<file path="src/rtl/axi4_resp_pkg.sv">
// Shared types for the AXI4 read responder: burst encodings, default widths,
// and the packed AR request / R beat records carried through the queues.
package axi4_resp_pkg;

  localparam int DEF_ID_W        = 3;
  localparam int DEF_ADDR_W      = 31;
  localparam int DEF_DATA_W      = 64;
  localparam int BEAT_BYTES_LOG2 = 3;

  localparam logic [1:0] BURST_FIXED = 2'd0;
  localparam logic [1:0] BURST_INCR  = 2'd1;
  localparam logic [1:0] BURST_WRAP  = 2'd2;

  typedef enum logic {
    ST_IDLE  = 1'b0,
    ST_BURST = 1'b1
  } fsm_state_e;

  typedef struct packed {
    logic [DEF_ID_W-1:0]   id;
    logic [DEF_ADDR_W-1:0] addr;
    logic [7:0]            len;
    logic [2:0]            size;
    logic [1:0]            burst;
    logic [3:0]            echo_size;
    logic [2:0]            echo_source;
  } ar_req_t;

  typedef struct packed {
    logic [DEF_ID_W-1:0]   id;
    logic [DEF_DATA_W-1:0] data;
    logic [3:0]            echo_size;
    logic [2:0]            echo_source;
    logic                  last;
  } r_beat_t;

  // Beats are at most 8 bytes wide, so larger sizes step like size 3.
  function automatic logic [1:0] clamp_size(input logic [2:0] size);
    return (size > 3'd3) ? 2'd3 : size[1:0];
  endfunction

endpackage

</file>
<file path="src/rtl/axi4_read_responder_beat_queue.sv">
// Generic FIFO used for both the AR request queue and the R output buffer.
// Valid/ready: a transfer happens on a side in any cycle where valid && ready.
module axi4_beat_queue #(
  parameter int W     = 8,
  parameter int DEPTH = 2,
  parameter int CNT_W = $clog2(DEPTH + 1)
) (
  input  logic             clk_i,
  input  logic             rst_i,
  input  logic             in_valid_i,
  output logic             in_ready_o,
  input  logic [W-1:0]     in_data_i,
  output logic             out_valid_o,
  input  logic             out_ready_i,
  output logic [W-1:0]     out_data_o,
  output logic [CNT_W-1:0] count_o
);

  localparam int PTR_W = (DEPTH > 1) ? $clog2(DEPTH) : 1;

  logic [W-1:0]     mem_q [DEPTH];
  logic [PTR_W-1:0] wr_ptr_q;
  logic [PTR_W-1:0] rd_ptr_q;
  logic [CNT_W-1:0] count_q;
  logic             push;
  logic             pop;

  function automatic logic [PTR_W-1:0] inc_ptr(input logic [PTR_W-1:0] p);
    return (p == PTR_W'(DEPTH - 1)) ? '0 : p + PTR_W'(1);
  endfunction

  assign in_ready_o  = (count_q != CNT_W'(DEPTH));
  assign out_valid_o = (count_q != '0);
  assign out_data_o  = mem_q[rd_ptr_q];
  assign count_o     = count_q;
  assign push        = in_valid_i && in_ready_o;
  assign pop         = out_valid_o && out_ready_i;

  // Storage is cleared on reset so an empty queue presents an all-zero head.
  always_ff @(posedge clk_i) begin
    if (rst_i) begin
      for (int i = 0; i < DEPTH; i++) mem_q[i] <= '0;
      wr_ptr_q <= '0;
      rd_ptr_q <= '0;
      count_q  <= '0;
    end else begin
      if (push) begin
        mem_q[wr_ptr_q] <= in_data_i;
        wr_ptr_q        <= inc_ptr(wr_ptr_q);
      end
      if (pop) rd_ptr_q <= inc_ptr(rd_ptr_q);
      case ({push, pop})
        2'b10:   count_q <= count_q + CNT_W'(1);
        2'b01:   count_q <= count_q - CNT_W'(1);
        default: count_q <= count_q;
      endcase
    end
  end

endmodule

</file>
<file path="src/rtl/axi4_read_responder.sv">
// AXI4 read-side responder: queues AR requests, walks each burst issuing one
// 1-cycle-latency memory read per beat, and returns the data as R beats.
module axi4_read_responder
  import axi4_resp_pkg::*;
#(
  parameter int ID_W     = DEF_ID_W,
  parameter int ADDR_W   = DEF_ADDR_W,
  parameter int DATA_W   = DEF_DATA_W,
  parameter int AR_DEPTH = 2,
  parameter int R_DEPTH  = 2
) (
  input  logic              clock,
  input  logic              reset,
  output logic              auto_in_arready,
  input  logic              auto_in_arvalid,
  input  logic [ID_W-1:0]   auto_in_arid,
  input  logic [ADDR_W-1:0] auto_in_araddr,
  input  logic [7:0]        auto_in_arlen,
  input  logic [2:0]        auto_in_arsize,
  input  logic [1:0]        auto_in_arburst,
  input  logic [3:0]        auto_in_arecho_tl_state_size,
  input  logic [2:0]        auto_in_arecho_tl_state_source,
  input  logic              auto_in_rready,
  output logic              auto_in_rvalid,
  output logic [ID_W-1:0]   auto_in_rid,
  output logic [DATA_W-1:0] auto_in_rdata,
  output logic [3:0]        auto_in_recho_tl_state_size,
  output logic [2:0]        auto_in_recho_tl_state_source,
  output logic              auto_in_rlast,
  output logic              mem_ren,
  output logic [ADDR_W-4:0] mem_addr,
  input  logic [DATA_W-1:0] mem_rdata,
  output logic              dbg_state_o
);

  localparam int AC_W = $clog2(AR_DEPTH + 1);
  localparam int RC_W = $clog2(R_DEPTH + 1);
  localparam logic [RC_W:0] R_CAP = (RC_W + 1)'(R_DEPTH);

  ar_req_t           ar_in;
  ar_req_t           ar_head;
  logic              ar_head_valid;
  logic              ar_pop;
  logic [AC_W-1:0]   ar_count;

  r_beat_t           r_in;
  r_beat_t           r_head;
  logic              r_head_valid;
  logic              r_pop;
  logic              r_in_ready;
  logic [RC_W-1:0]   r_count;

  fsm_state_e        state_q;
  logic [ID_W-1:0]   id_q;
  logic [ADDR_W-1:0] addr_q;
  logic [ADDR_W-1:0] addr_d;
  logic [7:0]        len_q;
  logic [1:0]        size_q;
  logic [1:0]        burst_q;
  logic [3:0]        esz_q;
  logic [2:0]        esrc_q;
  logic [7:0]        beat_q;
  logic              inflight_q;
  logic [ID_W-1:0]   tag_id_q;
  logic [3:0]        tag_esz_q;
  logic [2:0]        tag_esrc_q;
  logic              tag_last_q;

  logic [RC_W:0]     occ;
  logic              credit;
  logic              issue;
  logic              beat_last;
  logic              unused_ok;

  function automatic logic [ADDR_W-1:0] next_addr(
    input logic [ADDR_W-1:0] a,
    input logic [7:0]        len,
    input logic [1:0]        sz,
    input logic [1:0]        burst
  );
    logic [ADDR_W-1:0] incr;
    logic [ADDR_W-1:0] sum;
    logic [ADDR_W-1:0] mask;
    logic              wrap_ok;
    incr    = ADDR_W'(1) << sz;
    sum     = a + incr;
    mask    = ((ADDR_W'(len) + ADDR_W'(1)) << sz) - ADDR_W'(1);
    wrap_ok = (len == 8'd1) || (len == 8'd3) || (len == 8'd7) || (len == 8'd15);
    case (burst)
      BURST_FIXED: next_addr = a;
      BURST_WRAP:  next_addr = wrap_ok ? ((a & ~mask) | (sum & mask)) : sum;
      default:     next_addr = sum;
    endcase
  endfunction

  assign ar_in = '{
    id:          auto_in_arid,
    addr:        auto_in_araddr,
    len:         auto_in_arlen,
    size:        auto_in_arsize,
    burst:       auto_in_arburst,
    echo_size:   auto_in_arecho_tl_state_size,
    echo_source: auto_in_arecho_tl_state_source
  };

  axi4_beat_queue #(
    .W     ($bits(ar_req_t)),
    .DEPTH (AR_DEPTH)
  ) u_ar_queue (
    .clk_i       (clock),
    .rst_i       (reset),
    .in_valid_i  (auto_in_arvalid),
    .in_ready_o  (auto_in_arready),
    .in_data_i   (ar_in),
    .out_valid_o (ar_head_valid),
    .out_ready_i (ar_pop),
    .out_data_o  (ar_head),
    .count_o     (ar_count)
  );

  // Credit counts buffered beats plus the read whose data lands next cycle,
  // so the R buffer can never be written while full.
  assign r_pop     = r_head_valid && auto_in_rready;
  assign occ       = {1'b0, r_count} + (RC_W + 1)'(inflight_q) - (RC_W + 1)'(r_pop);
  assign credit    = (occ < R_CAP);
  assign issue     = (state_q == ST_BURST) && credit;
  assign beat_last = (beat_q == len_q);
  assign ar_pop    = (state_q == ST_IDLE) && ar_head_valid;
  assign addr_d    = next_addr(addr_q, len_q, size_q, burst_q);

  assign mem_ren     = issue;
  assign mem_addr    = addr_q[ADDR_W-1:BEAT_BYTES_LOG2];
  assign dbg_state_o = state_q;

  always_ff @(posedge clock) begin
    if (reset) begin
      state_q    <= ST_IDLE;
      id_q       <= '0;
      addr_q     <= '0;
      len_q      <= '0;
      size_q     <= '0;
      burst_q    <= '0;
      esz_q      <= '0;
      esrc_q     <= '0;
      beat_q     <= '0;
      inflight_q <= 1'b0;
      tag_id_q   <= '0;
      tag_esz_q  <= '0;
      tag_esrc_q <= '0;
      tag_last_q <= 1'b0;
    end else begin
      inflight_q <= issue;
      case (state_q)
        ST_IDLE: begin
          if (ar_head_valid) begin
            id_q    <= ar_head.id;
            addr_q  <= ar_head.addr;
            len_q   <= ar_head.len;
            size_q  <= clamp_size(ar_head.size);
            burst_q <= ar_head.burst;
            esz_q   <= ar_head.echo_size;
            esrc_q  <= ar_head.echo_source;
            beat_q  <= '0;
            state_q <= ST_BURST;
          end
        end
        ST_BURST: begin
          if (issue) begin
            tag_id_q   <= id_q;
            tag_esz_q  <= esz_q;
            tag_esrc_q <= esrc_q;
            tag_last_q <= beat_last;
            beat_q     <= beat_q + 8'd1;
            addr_q     <= addr_d;
            if (beat_last) state_q <= ST_IDLE;
          end
        end
        default: state_q <= ST_IDLE;
      endcase
    end
  end

  // The tag registered at issue time meets its data one cycle later.
  assign r_in = '{
    id:          tag_id_q,
    data:        mem_rdata,
    echo_size:   tag_esz_q,
    echo_source: tag_esrc_q,
    last:        tag_last_q
  };

  axi4_beat_queue #(
    .W     ($bits(r_beat_t)),
    .DEPTH (R_DEPTH)
  ) u_r_buffer (
    .clk_i       (clock),
    .rst_i       (reset),
    .in_valid_i  (inflight_q),
    .in_ready_o  (r_in_ready),
    .in_data_i   (r_in),
    .out_valid_o (r_head_valid),
    .out_ready_i (auto_in_rready),
    .out_data_o  (r_head),
    .count_o     (r_count)
  );

  assign unused_ok = ^{ar_count, r_in_ready};

  assign auto_in_rvalid                = r_head_valid;
  assign auto_in_rid                   = r_head.id;
  assign auto_in_rdata                 = r_head.data;
  assign auto_in_recho_tl_state_size   = r_head.echo_size;
  assign auto_in_recho_tl_state_source = r_head.echo_source;
  assign auto_in_rlast                 = r_head.last;

endmodule

</file>
<file path="config.mk">
export PLATFORM = sky130hd
export DESIGN_NAME = axi4_read_responder
export DESIGN_NICKNAME = d
export VERILOG_FILES = /design/src/rtl/axi4_resp_pkg.sv /design/src/rtl/axi4_read_responder_beat_queue.sv /design/src/rtl/axi4_read_responder.sv
export SDC_FILE = /design/constraint.sdc
export NUM_CORES = 1
export LEC_CHECK = 0
export ABC_AREA = 1
export CAP_MARGIN = 40
export CORE_MARGIN = 4
export CORE_UTILIZATION = 43
export DETAILED_ROUTE_END_ITERATION = 12
export HOLD_SLACK_MARGIN = 0.02
export PLACE_DENSITY_LB_ADDON = 0.08
export SKIP_CTS_REPAIR_TIMING = 1
export SLEW_MARGIN = 15
export SYNTH_ARGS = -nofsm -noshare
export SYNTH_HDL_FRONTEND = slang
export SYNTH_HIERARCHICAL = 1
export SYNTH_SLANG_ARGS = --single-unit
</file>
<file path="constraint.sdc">
create_clock -name clock -period 7.8 [get_ports clock]
set_input_delay 2.34 -clock clock [delete_from_list [all_inputs] [get_ports clock]]
set_output_delay 2.34 -clock clock [all_outputs]
set_load 0.01 [all_outputs]
</file>
==> qor.txt, run 1 <==
predominant post-synthesis flop cell -> edfxtp_1
Num CTS Buffers -> 40
Layout Nets -> 2,057
Max Fclk -> 0.143 GHz
Worst Setup SP -> auto_in_rready
CP Launch Type -> primary input
core area -> 39,600 um^2
Clock Path Buffers -> 3
GP Congestion -> 0.834
Setup TNS Final -> 0 ns
outcome -> complete, no violations
Register Area -> 9430 um^2
I/O Buffers -> 228
Rel. slew slack -> 0.464
initial core utilization -> 0.435
initial antenna violation count -> 0
Clock Skews -> 0.0168 ns
via count -> 11,900
clock share of power -> 0.290
Initial DRC Count -> 719
CP max-delay cell -> clkdlybuf4s50_1
Post-DRT Antenna Nets -> 0
HP Class -> reg -> reg
Worst EP arrival -> 4.66 ns
clock root buffer -> clkbuf_16
Reg power frac -> 0.376
Switching Share -> 0.340
Die ar. -> 43,300 um^2
area delta synth->final -> 22.4%
Multi-input gate area -> 6210 um^2
ys async rst share -> 0
combinational share of power -> 0.334
endpoints failing hold -> 0
# rows -> 73
unrepaired setup endpoints after global routing -> no
CTS Sinks -> 342
first-pass GRT wire length -> 64,000 um
Hold Worst Slack -> 0.464 ns
Critical Path RT -> 5.46 ns
final max-slew violation count -> 0
Die Ht -> 208 um
Total GRT Usage -> 0.182
worst path bufs/invs -> 5
vias in the first global route -> 11,600
post-synth cell types -> 52
Cell Pwr Density -> 314 nW/um^2
FILL cells -> 3,570
Remaining DRCs -> 0
die width -> 208 um
Avg WL per Cell -> 16.1 um
H-tree depth -> 2
CTS tree -> yes
Ports -> 229
switching pwr -> 2.25 mW
Yosys reg bits -> 342
Crit. End Element -> output port
Hold Path Origin -> id_q[0]
Yosys warnings -> 6
Vias per Instance -> 4.79
worst vdd ir -> 0.149 mV
worst skew pair latency -> 0.55 ns
CP Cell Sequence -> clkdlybuf4s50_1 -> nand2_1 -> inv_1 -> ha_1 -> inv_1 -> nand2_1 -> fa_1 -> or2_2 -> nand4_1 -> clkinv_1 -> clkdlybuf4s50_1
cell family with most CP delay -> buffers and inverters
Pleak -> 8.51 nW
ant diodes -> 0
CP max stage delay -> 0.50 ns
Int Pwr -> 4.37 mW
Worst Tran Pin Value -> 0.804 ns
Post-Syn Area -> 17,200 um^2
Mapped Cells -> 1,731
share of layout cells above drive strength 1 -> 0.174
worst-path fanout max -> 2
Avg Cell Area, Syn -> 9.95 um^2
post-synthesis sequential area ratio -> 0.547
clock-pin slew on the worst setup and hold paths -> 0.06 ns
kind of critical path -> in -> out
Max Cap Viol -> 0
largest net degree at the start of global routing -> 56
Pre-Repair DR Iteration Count -> 5
number of enable flip-flop cells after synthesis -> 258
Routed WL -> 39,900 um
post-route clock period utilization -> 0.897
syn nets -> 1,867
HPWL Detailed -> 26,600 um
final setup fails -> 0
GRT overflow -> 0
fin crit period -> 7.00 ns
RR Startpoint -> u_r_buffer/count_o[1]
==> metrics by stage <==
step | std cells | power, mW | cell area (um^2) | utilization | setup WS, ns
2_1_floorplan | 1731 | 4.05 | 17200 | - | 1.40
3_3_place_gp | 2399 | 4.71 | 19600 | 0.494 | 0.764
3_5_place_dp | 2404 | 4.75 | 19700 | 0.497 | 0.770
4_1_cts | 2478 | 6.71 | 21100 | 0.532 | 0.767
5_1_grt | 2478 | 7.04 | 21100 | 0.532 | 0.655
6_report | 2478 | 6.61 | 21100 | 0.532 | 0.804
==> path summary, 6_finish.rpt <==
check,to,slack (ns),cells after the start
hold / removal,tag_id_q[0],0.46,2
setup reg to reg,flop,4.37,18
hold reg to reg,tag_id_q[0],0.46,2
setup / recovery,mem_ren,0.80,11
==> state kept, by name, summed over array words and instances (netlist names), 4 cells and up, named ones only <==
| register | count |
|---|---|
| u_r_buffer/mem_q | 150 |
| len_q | 8 |
| tag_esz_q | 4 |
| esz_q | 4 |
| u_ar_queue/mem_q | 108 |
| beat_q | 8 |
==> cells in the mapped netlist, types with 2 or more instances <==
master	n	area share
a211oi_1	5	0.0022
o21ai_1	3	0.00087
o21bai_1	3	0.0013
nand3_1	67	0.019
nor2_2	20	0.0073
nand4_1	16	0.0058
nor3_1	15	0.0044
fa_1	2	0.0023
nand2_2	8	0.0029
clkbuf_1	20	0.0044
nand2_1	220	0.048
edfxtp_1	258	0.45
buf_6	14	0.0092
inv_1	226	0.049
o21ai_0	58	0.017
nor2_4	51	0.033
ha_1	12	0.0087
xnor2_1	3	0.0015
buf_4	30	0.013
buf_8	3	0.0026
nand3_2	8	0.0046
o21a_1	4	0.0017
dfxtp_1	84	0.098
buf_2	26	0.0076
mux2i_1	3	0.0017
nand2_4	6	0.0039
inv_2	10	0.0022
and2_1	5	0.0018
nand3b_1	3	0.0013
nor4_1	2	0.00073
a21oi_2	3	0.0015
nor2_1	314	0.068
mux2_2	129	0.084
nor3b_1	2	0.00087
clkinv_1	4	0.00087
buf_12	4	0.0046
or2_2	5	0.0018
xor2_1	10	0.0051
a21oi_1	62	0.018
==> worst reg2reg max path: stages, from the launching register on <==
cell and delay [ns]:
dfxtp_1 0.48, inv_1 0.07, nand2_1 0.09, nand2_1 0.06
inv_1 0.05, ha_1 0.21, inv_1 0.05, nand2_1 0.05
fa_1 0.49, nand4_1 0.14, buf_4 0.23, nand2_1 0.09
inv_1 0.12, a21oi_4 0.41, buf_4 0.30, nand2_2 0.22
nand2_1 0.13, nand2_1 0.05, nor2_1 0.11
==> power groups by stage <==
stage               Combinational (mW)  Sequential, mW  Clock, mW
CTS                               2.24            2.49       1.98
detailed placement                2.22            2.53          0
finish                            2.21            2.49       1.92
global placement                  2.17            2.54          0
floorplan                         1.63            2.42          0
global route                      2.46            2.53       2.05
==> kinds of logic (layout without fill, tap and decap cells) <==
kind of cell,after synthesis,in the layout,share of synthesized area
adder cells (fa/ha/maj),14,14,0.0110
XOR/XNOR,13,13,0.00661
AO/OA/AOI/OAI,147,147,0.0480
multiplexers,132,132,0.0861
flip-flops,342,342,0.547
buffers and inverters,338,560,0.0939
AND/OR/NAND/NOR,745,745,0.207
==> placed cells by master, fill, tap and decap left out, drive strengths merged, types with 2 or more instances in the layout <==
cell type,count
nor2,385
edfxtp,258
inv,240
nand2,234
clkdlybuf4s50,228
mux2,129
dfxtp,84
nand3,76
a21oi,66
o21ai,61
clkbuf,50
clkinv,19
buf,18
nand4,16
nor3,16
ha,12
xor2,10
and2,6
or2,5
a211oi,5
o21a,4
o21bai,3
mux2i,3
nand3b,3
xnor2,3
bufinv,3
nor3b,2
nor4,2
fa,2
clkinvlp,2
==> cell type report <==
type / instances / share of cell area
sequential: 342 / 0.447
multi-input combinational: 1051 / 0.294
timing repair buffer: 246 / 0.119
clock buffer: 50 / 0.0557
inverter: 240 / 0.0427
tap: 525 / 0.0311
clock inverter: 24 / 0.0101
==> metal layers <==
layer	wire, um	up-vias	global-route usage
li1	-	6004	-
met1	19100	5517	0.265
met2	18100	284	0.282
met3	1920	53	0.0296
met4	770	0	0.0512
met5	0	-	0
No activity file was read; power rests on OpenSTA's default activity.
==> inputs of run 2 (changes only) <==
--- a/config.mk
+++ b/config.mk
@@ -7,4 +7,5 @@
 export LEC_CHECK = 0
 export ABC_AREA = 1
+export ABC_CLOCK_PERIOD_IN_PS = 7800
 export CAP_MARGIN = 40
 export CORE_MARGIN = 4
@@ -13,4 +14,5 @@
 export HOLD_SLACK_MARGIN = 0.02
 export PLACE_DENSITY_LB_ADDON = 0.08
+export RECOVER_POWER = 100
 export SKIP_CTS_REPAIR_TIMING = 1
 export SLEW_MARGIN = 15
==> constraint.sdc (replaced) <==
create_clock -name clock -period 7.8 [get_ports clock]
set_input_delay 2.34 -clock clock [delete_from_list [all_inputs] [get_ports clock]]
set_output_delay 2.34 -clock clock [all_outputs]
set_load 0.05 [all_outputs]
==> run 2 against run 1 <==
  * The run now ends with max-capacitance violations, max-slew violations left
  * Worst setup slack got worse by 0.15 ns
  * Cell area shrank 2.0%
  * Clock-buffer cell count increased by 4
  * First-iteration DRC count shrank 9.5%
  * Final cell count is 0.12% lower
  * Fmax decreased by 2.0%
  * Largest cell class unchanged
  * Largest power group is now combinational cells
  * Highest routed layer unchanged
==> qor.txt, run 2 (synthesized netlist as in run 1, its figures left out) <==
core area -> 39,600 um^2 (unchanged)
worst-path fanout max -> 17 (was 2)
fin crit period -> 7.14 ns (was 7.00 ns)
Routed met2 length -> 18,300 um (was 18,100 um)
Top Registers -> u_r_buffer/mem_q x150, u_ar_queue/mem_q x108 (unchanged)
Routed WL -> 40,200 um (was 39,900 um)
commonest cells after routing, fill and taps aside -> 347 x nor2_1, 258 x edfxtp_1, 227 x inv_1 (was 314 x nor2_1, 258 x edfxtp_1, 228 x clkdlybuf4s50_1)
area delta synth->final -> 20.0% (was 22.4%)
Pleak -> 8.58 nW (was 8.51 nW)
Vias per Instance -> 4.85 (was 4.79)
Initial DRC Count -> 651 (was 719)
CP Launch Type -> primary input (unchanged)
kind of critical path -> in -> out (unchanged)
Reg with most FFs -> u_r_buffer/mem_q (unchanged)
Post-DRT Antenna Nets -> 0 (unchanged)
Total GRT Usage -> 0.181 (was 0.182)
clock-pin slew on the worst setup and hold paths -> 0.06 ns (about the same)
Max Cap Viol -> 6 (was 0)
HPWL Detailed -> 26,900 um (was 26,600 um)
final setup fails -> 0 (unchanged)
Place WS -> 0.948 ns (was 0.770 ns)
most common cell after layout, fill and taps aside -> nor2_1 (unchanged)
vias in the first global route -> 11,600 (about the same)
H-tree depth -> 2 (unchanged)
Clock Skews -> 0.0285 ns (was 0.0168 ns)
post-route clock period utilization -> 0.916 (was 0.897)
largest net degree at the start of global routing -> 56 (unchanged)
CTS Sinks -> 342 (unchanged)
Remaining DRCs -> 0 (unchanged)
Rel. slew slack -> -0.689 (was 0.464)
Die Ht -> 208 um (unchanged)
CTS tree -> yes (unchanged)
design area -> 20,700 um^2 (was 21,100 um^2)
worst vdd ir -> 0.199 mV (was 0.149 mV)
share of layout cells above drive strength 1 -> 0.144 (was 0.174)
GRT overflow -> 0 (unchanged)
Num CTS Buffers -> 39 (was 40)
post-route setup slack -> 0.658 ns (was 0.804 ns)
Worst Tran Pin Value -> 2.53 ns (was 0.804 ns)
Worst EP arrival -> 4.80 ns (was 4.66 ns)
total chip power -> 6.87 mW (was 6.61 mW)
routed wl met3 -> 1980 um (was 1920 um)
# rows -> 73 (unchanged)
Crit. End Element -> output port (unchanged)
Setup TNS Final -> 0 ns (unchanged)
Avg WL per Cell -> 16.2 um (was 16.1 um)
Max Fclk -> 0.140 GHz (was 0.143 GHz)
HP Class -> reg -> reg (unchanged)
met1 wire length -> 19,100 um (about the same)
worst skew pair latency -> 0.55 ns (about the same)
Pre-Repair DR Iteration Count -> 6 (was 5)
max reg flops -> 150 (unchanged)
initial antenna violation count -> 0 (unchanged)
clock root buffer -> clkbuf_16 (unchanged)
initial core utilization -> 0.435 (unchanged)
Layout Nets -> 2,055 (was 2,057)
unrepaired setup endpoints after global routing -> no (unchanged)
highest metal used -> met4 (unchanged)
final max-slew violation count -> 205 (was 0)
endpoints failing hold -> 0 (unchanged)
GP Congestion -> 0.837 (was 0.834)
via count -> 12,000 (was 11,900)
Die ar. -> 43,300 um^2 (unchanged)
die width -> 208 um (unchanged)
failing checks -> max-capacitance violations, max-slew violations
I/O Buffers -> 228 (unchanged)
Critical Path RT -> 5.46 ns (about the same)
placed inst area -> 19,700 um^2 (about the same)
first-pass GRT wire length -> 63,900 um (was 64,000 um)
Clock Path Buffers -> 3 (unchanged)
Cell Pwr Density -> 332 nW/um^2 (was 314 nW/um^2)
Ports -> 229 (unchanged)
outcome -> finished, violations left (was complete, no violations)
ant diodes -> 0 (unchanged)
-- run 2: cell types whose count changed in the layout (fill, tap and decap cells not counted), sizes merged --
| cell | previous run | this run |
|---|---|---|
| clkinvlp | 2 | 0 |
| buf | 18 | 8 |
| clkbuf | 50 | 64 |
| clkinv | 19 | 14 |
| bufinv | 3 | 4 |
| dlygate4sd3 | 0 | 106 |
| clkdlybuf4s50 | 228 | 121 |
-- run 2: path summary, 6_finish.rpt --
path / startpoint / to / slack, ns / cells after the start
hold reg to reg: esz_q[3] / tag_esz_q[3] / 0.46 / 2
setup / recovery: auto_in_rready / mem_ren / 0.66 / 11
setup reg to reg: u_r_buffer/count_o[1] / flop / 2.38 / 17
hold / removal: esz_q[3] / tag_esz_q[3] / 0.46 / 2
-- run 2: final cells by class --
class | count | area, um^2
Sequential cell | 342 | 9430
Clock inverter | 18 | 199
Timing Repair Buffer | 245 | 2410
Clock buffer | 54 | 1090
Fill cell | 3632 | 19000
Multi-Input combinational cell | 1051 | 5990
Tap cell | 525 | 657
Inverter | 240 | 901
-- run 2: where the power goes --
group / switching [mW] / internal (mW)
logic: 1.67 / 0.873
registers: 0.224 / 2.26
clock network: 0.729 / 1.11
total: 2.62 / 4.25
-- run 2: per-layer routing --
| metal | vias up | track usage |
|---|---|---|
| met1 | 5646 | 0.264 |
| met2 | 292 | 0.281 |
| li1 | 6012 | - |
| met4 | 0 | 0.0501 |
| met3 | 58 | 0.0315 |
| met5 | - | 0 |
-- run 2: metrics by stage --
step                      cells  utilization  hold slack, ns
after floorplan            1731            -           0.441
after global placement     2399        0.494           0.454
after detailed placement   2403        0.497           0.459
after CTS                  2475        0.529           0.459
after global routing       2475        0.522           0.477
final                      2475        0.522           0.457
-- run 2: critical path, stage by stage --
cell	delay [ns]
clkdlybuf4s50_1	0.48
nand2_1	0.06
inv_1	0.06
ha_1	0.22
inv_1	0.05
nand2_1	0.06
fa_1	0.51
nand4_1	0.12
clkinv_1	0.07
clkbuf_1	0.51
buf_4	0.32
